**config.mk**
```make
export PLATFORM = sky130hd
export DESIGN_NAME = difftest_uart_in_source
export DESIGN_NICKNAME = d
export VERILOG_FILES = /design/src/rtl/difftest_uart_in_source.sv
export SDC_FILE = /design/constraint.sdc
export NUM_CORES = 1
export LEC_CHECK = 0
export CORE_MARGIN = 3
export CORE_UTILIZATION = 55
export DETAILED_ROUTE_END_ITERATION = 8
export GPL_TIMING_DRIVEN = 0
export PLACE_DENSITY = 0.78
export SYNTH_ARGS = -nofsm -noshare
export SYNTH_HDL_FRONTEND = slang
export SYNTH_SLANG_ARGS = --single-unit
```
**constraint.sdc**
```tcl
create_clock -name clock -period 6.6 [get_ports clock]
set_input_delay 1.32 -clock clock [delete_from_list [all_inputs] [get_ports clock]]
set_output_delay 1.32 -clock clock [all_outputs]
set_load 0.005 [all_outputs]
```
**src/rtl/difftest_uart_in_source.sv**
```systemverilog
// difftest_uart_in_source
// Simulation-side responder for the difftest UART input channel. The host
// pushes characters into a small FIFO. The DUT samples one character per
// uart_in_valid cycle. After each delivered character, a pacing counter can
// hold back the next one for a fixed number of cycles, which emulates a
// finite line rate. Refused pushes, idle reads and delivered characters are
// counted for end-of-run statistics.

module difftest_uart_in_source #(
    parameter int          DEPTH      = 16,
    parameter int          GAP_CYCLES = 0,
    parameter logic [7:0]  IDLE_CHAR  = 8'hff,
    localparam int         PW         = $clog2(DEPTH),
    localparam int         LW         = PW + 1
) (
    input  logic          clock,
    input  logic          reset,
    input  logic          push_valid,
    input  logic [7:0]    push_ch,
    output logic          push_ready,
    input  logic          uart_in_valid,
    output logic [7:0]    uart_in_ch,
    output logic          avail,
    output logic [LW-1:0] level,
    output logic [31:0]   overflow_cnt,
    output logic [31:0]   underflow_cnt,
    output logic [31:0]   read_cnt
);

    // The gap counter must hold GAP_CYCLES. It is kept at least one bit
    // wide, so the GAP_CYCLES == 0 build still elaborates.
    localparam int GW = (GAP_CYCLES > 1) ? $clog2(GAP_CYCLES + 1) : 1;

    typedef enum logic {
        ST_READY = 1'b0,  // gap == 0, head of FIFO may be shown
        ST_WAIT  = 1'b1   // pacing in progress, head is hidden
    } pace_state_t;

    // Saturating increment shared by the three statistics counters.
    function automatic logic [31:0] sat_inc(input logic [31:0] v);
        return (v == 32'hffff_ffff) ? v : v + 32'd1;
    endfunction

    pace_state_t   state, state_next;
    logic [GW-1:0] gap, gap_next;

    logic [7:0]    mem [DEPTH];
    logic [PW-1:0] rd_ptr, wr_ptr;
    logic [LW-1:0] level_q;

    logic full, empty;
    logic push_ok, pop, underflow, overflow;

    // ---------------------------------------------------------------------
    // Status and handshake decode
    // ---------------------------------------------------------------------
    assign full  = (level_q == LW'(DEPTH));
    assign empty = (level_q == '0);

    // push_ready comes from the registered level only. A pop in the same
    // cycle therefore cannot make room for a push into a full FIFO.
    assign push_ready = !full;
    assign push_ok    = push_valid && !full;
    assign overflow   = push_valid && full;

    assign avail      = !empty && (state == ST_READY);
    assign pop        = uart_in_valid && avail;
    assign underflow  = uart_in_valid && !avail;

    // Zero-latency read path: the DUT samples this in the same cycle that it
    // raises uart_in_valid.
    assign uart_in_ch = avail ? mem[rd_ptr] : IDLE_CHAR;
    assign level      = level_q;

    // ---------------------------------------------------------------------
    // Pacing FSM
    // ---------------------------------------------------------------------

    // Register the pacing state and its countdown.
    // NOTE: sequential state uses non-blocking assignments only. Every
    // register then samples its pre-edge value, whatever the order of the
    // statements.
    always_ff @(posedge clock) begin
        if (!reset) begin
            state <= ST_READY;
            gap   <= '0;
        end else begin
            state <= state_next;
            gap   <= gap_next;
        end
    end

    // Next-state logic: a pop arms the gap, and WAIT counts it down to zero.
    // NOTE: defaults are assigned first, so no path leaves a signal unassigned
    // and no latch is inferred.
    always_comb begin
        state_next = state;
        gap_next   = gap;
        case (state)
            ST_READY: begin
                if (pop && (GAP_CYCLES != 0)) begin
                    gap_next   = GW'(GAP_CYCLES);
                    state_next = ST_WAIT;
                end
            end
            ST_WAIT: begin
                gap_next = gap - GW'(1);
                if (gap == GW'(1)) begin
                    state_next = ST_READY;
                end
            end
            default: begin
                state_next = ST_READY;
                gap_next   = '0;
            end
        endcase
    end

    // ---------------------------------------------------------------------
    // FIFO
    // ---------------------------------------------------------------------

    // Write an accepted character into the slot at wr_ptr.
    // NOTE: the storage array has no reset. Only the pointers and the level
    // define which entries are valid, and resetting the array would prevent
    // a plain RAM from being inferred.
    always_ff @(posedge clock) begin
        if (push_ok) begin
            mem[wr_ptr] <= push_ch;
        end
    end

    // Advance the pointers and track occupancy. Both pointers wrap naturally,
    // because DEPTH is a power of two.
    always_ff @(posedge clock) begin
        if (!reset) begin
            wr_ptr  <= '0;
            rd_ptr  <= '0;
            level_q <= '0;
        end else begin
            if (push_ok) begin
                wr_ptr <= wr_ptr + PW'(1);
            end
            if (pop) begin
                rd_ptr <= rd_ptr + PW'(1);
            end
            level_q <= level_q + LW'(push_ok) - LW'(pop);
        end
    end

    // ---------------------------------------------------------------------
    // Statistics
    // ---------------------------------------------------------------------

    // Count refused pushes, idle reads and delivered characters, saturating.
    always_ff @(posedge clock) begin
        if (!reset) begin
            overflow_cnt  <= '0;
            underflow_cnt <= '0;
            read_cnt      <= '0;
        end else begin
            if (overflow) begin
                overflow_cnt <= sat_inc(overflow_cnt);
            end
            if (underflow) begin
                underflow_cnt <= sat_inc(underflow_cnt);
            end
            if (pop) begin
                read_cnt <= sat_inc(read_cnt);
            end
        end
    end

endmodule

```
==> results.txt <==
final layout net count = 1080
most instantiated cells after synthesis = sky130_fd_sc_hd__edfxtp_1, sky130_fd_sc_hd__dfxtp_1, sky130_fd_sc_hd__a21oi_1, sky130_fd_sc_hd__nand2_1, sky130_fd_sc_hd__nor2_1
mean instance size in the synthesized netlist = 11.9 um2
Core Box Area = 19000 um2
cell count after placement = 1287
via density per instance = 6.26
CTS sink count = 243
kind of start point of the critical path = register
final cell count without fillers = 1331
worst slew margin relative to its limit = 9.16%
critical path required time = 5.28 ns
count of antenna-violating nets left after detailed routing = 0
slew at the pin closest to its max-slew limit = 1.35 ns
die area = 21400 um2
unrepaired setup endpoints after global routing = no
Setup violations, final = 0
synthesized area = 10800 um2
Die Y-Extent = 146 um
synthesized netlist cell count = 905
GRT Resource Usage Total = 25.4%
total of hold buffers inserted after clock tree synthesis = 0
power per cell area = 301 nW/um2
path category of the worst min-delay check = reg -> reg
area delta synth->final = 22.5%
worst skew pair latency = 0.52 ns
prevailing post-synth register cell = sky130_fd_sc_hd__edfxtp_1
final setup TNS = 0 ns
total number of H-tree levels = 1
total nets after synthesis = 931
total DRC errors in the routed layout = 0
starting utilization of the core area = 56.8%
leakage = 4.17 nW
final period utilization = 70.0%
type of the worst setup path = reg -> out
layout cells sized above 1 = 10.6%
Crit. End Element = output pin
total of cells resized after clock tree synthesis = 0
Power Total = 3.98 mW
Max Clk Rate = 216 MHz
number of CTS-inserted buffers = 25
number of flip-flops and latches in the synthesized netlist = 243
distinct cell type count after synthesis = 61
total of max-cap violations = 0
total global routing overflow = 0
total number of vias = 8328
routed wirelength normalized by instance count = 20.9 um
clock tree from TritonCTS = done
endpoints failing hold = 0
most used standard cell by instance count after synthesis = sky130_fd_sc_hd__edfxtp_1
buffers inserted during post-CTS setup optimization = 0
estimated wirelength of the detail-placed design = 18600 um
width of the chip = 146 um
proportion of synthesized chip area in sequential cells = 56.9%
first-pass GRT wire length = 44000 um
Clock Skew = 0.0155 ns
pin count of the biggest net entering global routing = 17
Syn. warnings = 0
clock period minus worst slack = 4.62 ns
VDD IR-drop max = 0.198 mV
buffers from clock root to sink, at most = 3
final WL = 27800 um
largest area contributor in the synthesized netlist = sky130_fd_sc_hd__edfxtp_1
io pins = 123
top post-synthesis cells by area = sky130_fd_sc_hd__edfxtp_1, sky130_fd_sc_hd__dfxtp_1, sky130_fd_sc_hd__mux4_2
Port Buf Inserts = 122
number of antenna repair diodes = 0
signal arrival time at the worst endpoint = 3.30 ns
drt initial violations = 707
RD Place Congestion = 0.902
vias in the first global route = 8063
number of antenna violations at the first check in global routing = 1
async set-reset flop share out of synthesis = 0%
EDFF count, synth = 128
Synth top area share = 35.6%
worst-path fanout max = 10
final count of pins violating max slew = 0
std cell rows = 50
clock tree root buffer cell = sky130_fd_sc_hd__clkbuf_16
Initial DRT Pass Iterations = 5
status = completed
Clock Pin Slew Worst Setup and Hold Paths = 0.06 ns
==> flip-flops by register name, indices dropped and copies added, names as in the netlist, named ones only <==
| signal | flops |
|---|---|
| read_cnt | 32 |
| mem | 128 |
| overflow_cnt | 32 |
| wr_ptr | 4 |
| underflow_cnt | 32 |
| level | 5 |
| rd_ptr | 4 |
| state | 1 |
| gap | 1 |
==> metrics by stage <==
| step | util, % | cell area (um2) | hold WS, ns | setup WS, ns |
|---|---|---|---|---|
| after global placement | 65.0 | 12400 | 0.436 | 2.14 |
| final | 69.6 | 13200 | 0.435 | 1.98 |
| after global routing | 69.6 | 13200 | 0.468 | 1.81 |
| after detailed placement | 65.0 | 12400 | 0.443 | 2.04 |
| after CTS | 69.5 | 13200 | 0.441 | 1.94 |
| after floorplan | - | 10800 | 0.420 | 3.15 |
==> metal layers <==
layer  global-route usage, %  vias up  share of wire, %
met5                       0        -             0.047
met4                    6.82        2               2.1
met3                    6.39       53               7.8
met2                    42.1      327                49
met1                    33.8     4111                41
li1                        -     3835                 -
==> placed cells by master (no fill, tap or decap), types with 4 or more instances in the layout <==
master                              n
sky130_fd_sc_hd__edfxtp_1         128
sky130_fd_sc_hd__clkdlybuf4s50_1  122
sky130_fd_sc_hd__dfxtp_1          115
sky130_fd_sc_hd__a21oi_1           70
sky130_fd_sc_hd__nand2_1           69
sky130_fd_sc_hd__nor2_1            50
sky130_fd_sc_hd__mux4_2            40
sky130_fd_sc_hd__o31ai_1           39
sky130_fd_sc_hd__or4_1             37
sky130_fd_sc_hd__nand3_1           36
sky130_fd_sc_hd__nand4_1           35
sky130_fd_sc_hd__clkbuf_1          31
sky130_fd_sc_hd__o21ai_0           29
sky130_fd_sc_hd__or3_1             25
sky130_fd_sc_hd__clkbuf_16         25
sky130_fd_sc_hd__nand2b_1          24
sky130_fd_sc_hd__and3_1            15
sky130_fd_sc_hd__inv_1             13
sky130_fd_sc_hd__mux2i_1           13
sky130_fd_sc_hd__ha_1              13
sky130_fd_sc_hd__xnor2_1           12
sky130_fd_sc_hd__buf_2             10
sky130_fd_sc_hd__and4_1            10
sky130_fd_sc_hd__xor2_1            10
sky130_fd_sc_hd__nor4_1            10
sky130_fd_sc_hd__nor3_1             8
sky130_fd_sc_hd__and2_1             7
sky130_fd_sc_hd__bufinv_16          6
sky130_fd_sc_hd__nor4_2             4
sky130_fd_sc_hd__a311oi_1           4
sky130_fd_sc_hd__clkinv_1           4
==> path summary, 6_finish.rpt <==
kind,startpoint,to,depth (start not counted),slack (ns)
min,gap,state,1,0.44
max,register,uart_in_ch[1],6,1.98
min reg2reg,gap,state,1,0.44
max reg2reg,level[2],level[4],14,3.21
==> final cells by class <==
| class | count | area [um2] |
|---|---|---|
| flip-flops and latches | 243 | 6150 |
| fillers | 1391 | 5780 |
| multi-input cells | 605 | 4430 |
| repair buffers | 122 | 1220 |
| clock buffers | 29 | 641 |
| well taps | 260 | 325 |
| clock inverters | 15 | 230 |
| plain buffers | 43 | 194 |
| inverters | 14 | 52.6 |
==> cell families after synthesis <==
| family | share of synthesized area [%] |
|---|---|
| AND/OR/NAND/NOR | 18.5 |
| flip-flops | 56.9 |
| AO/OA/AOI/OAI | 9.31 |
| buffers and inverters | 2.28 |
| multiplexers | 9.54 |
| XOR/XNOR | 1.78 |
| adder cells (fa/ha/maj) | 1.69 |
==> where the power goes <==
part           internal [mW]  leakage (nW)  switching (mW)
clock                  0.930         0.426           0.583
sequential              1.65          2.08          0.0475
combinational          0.384          1.65           0.391
==> worst max-delay path: stages, from the launching register on <==
cell	delay [ns]
sky130_fd_sc_hd__dfxtp_1	0.31
sky130_fd_sc_hd__clkbuf_1	0.30
sky130_fd_sc_hd__buf_2	0.45
sky130_fd_sc_hd__mux4_2	0.62
sky130_fd_sc_hd__mux4_2	0.48
sky130_fd_sc_hd__nand2b_1	0.16
sky130_fd_sc_hd__clkdlybuf4s50_1	0.47
No activity file was read; power rests on OpenSTA's default activity.
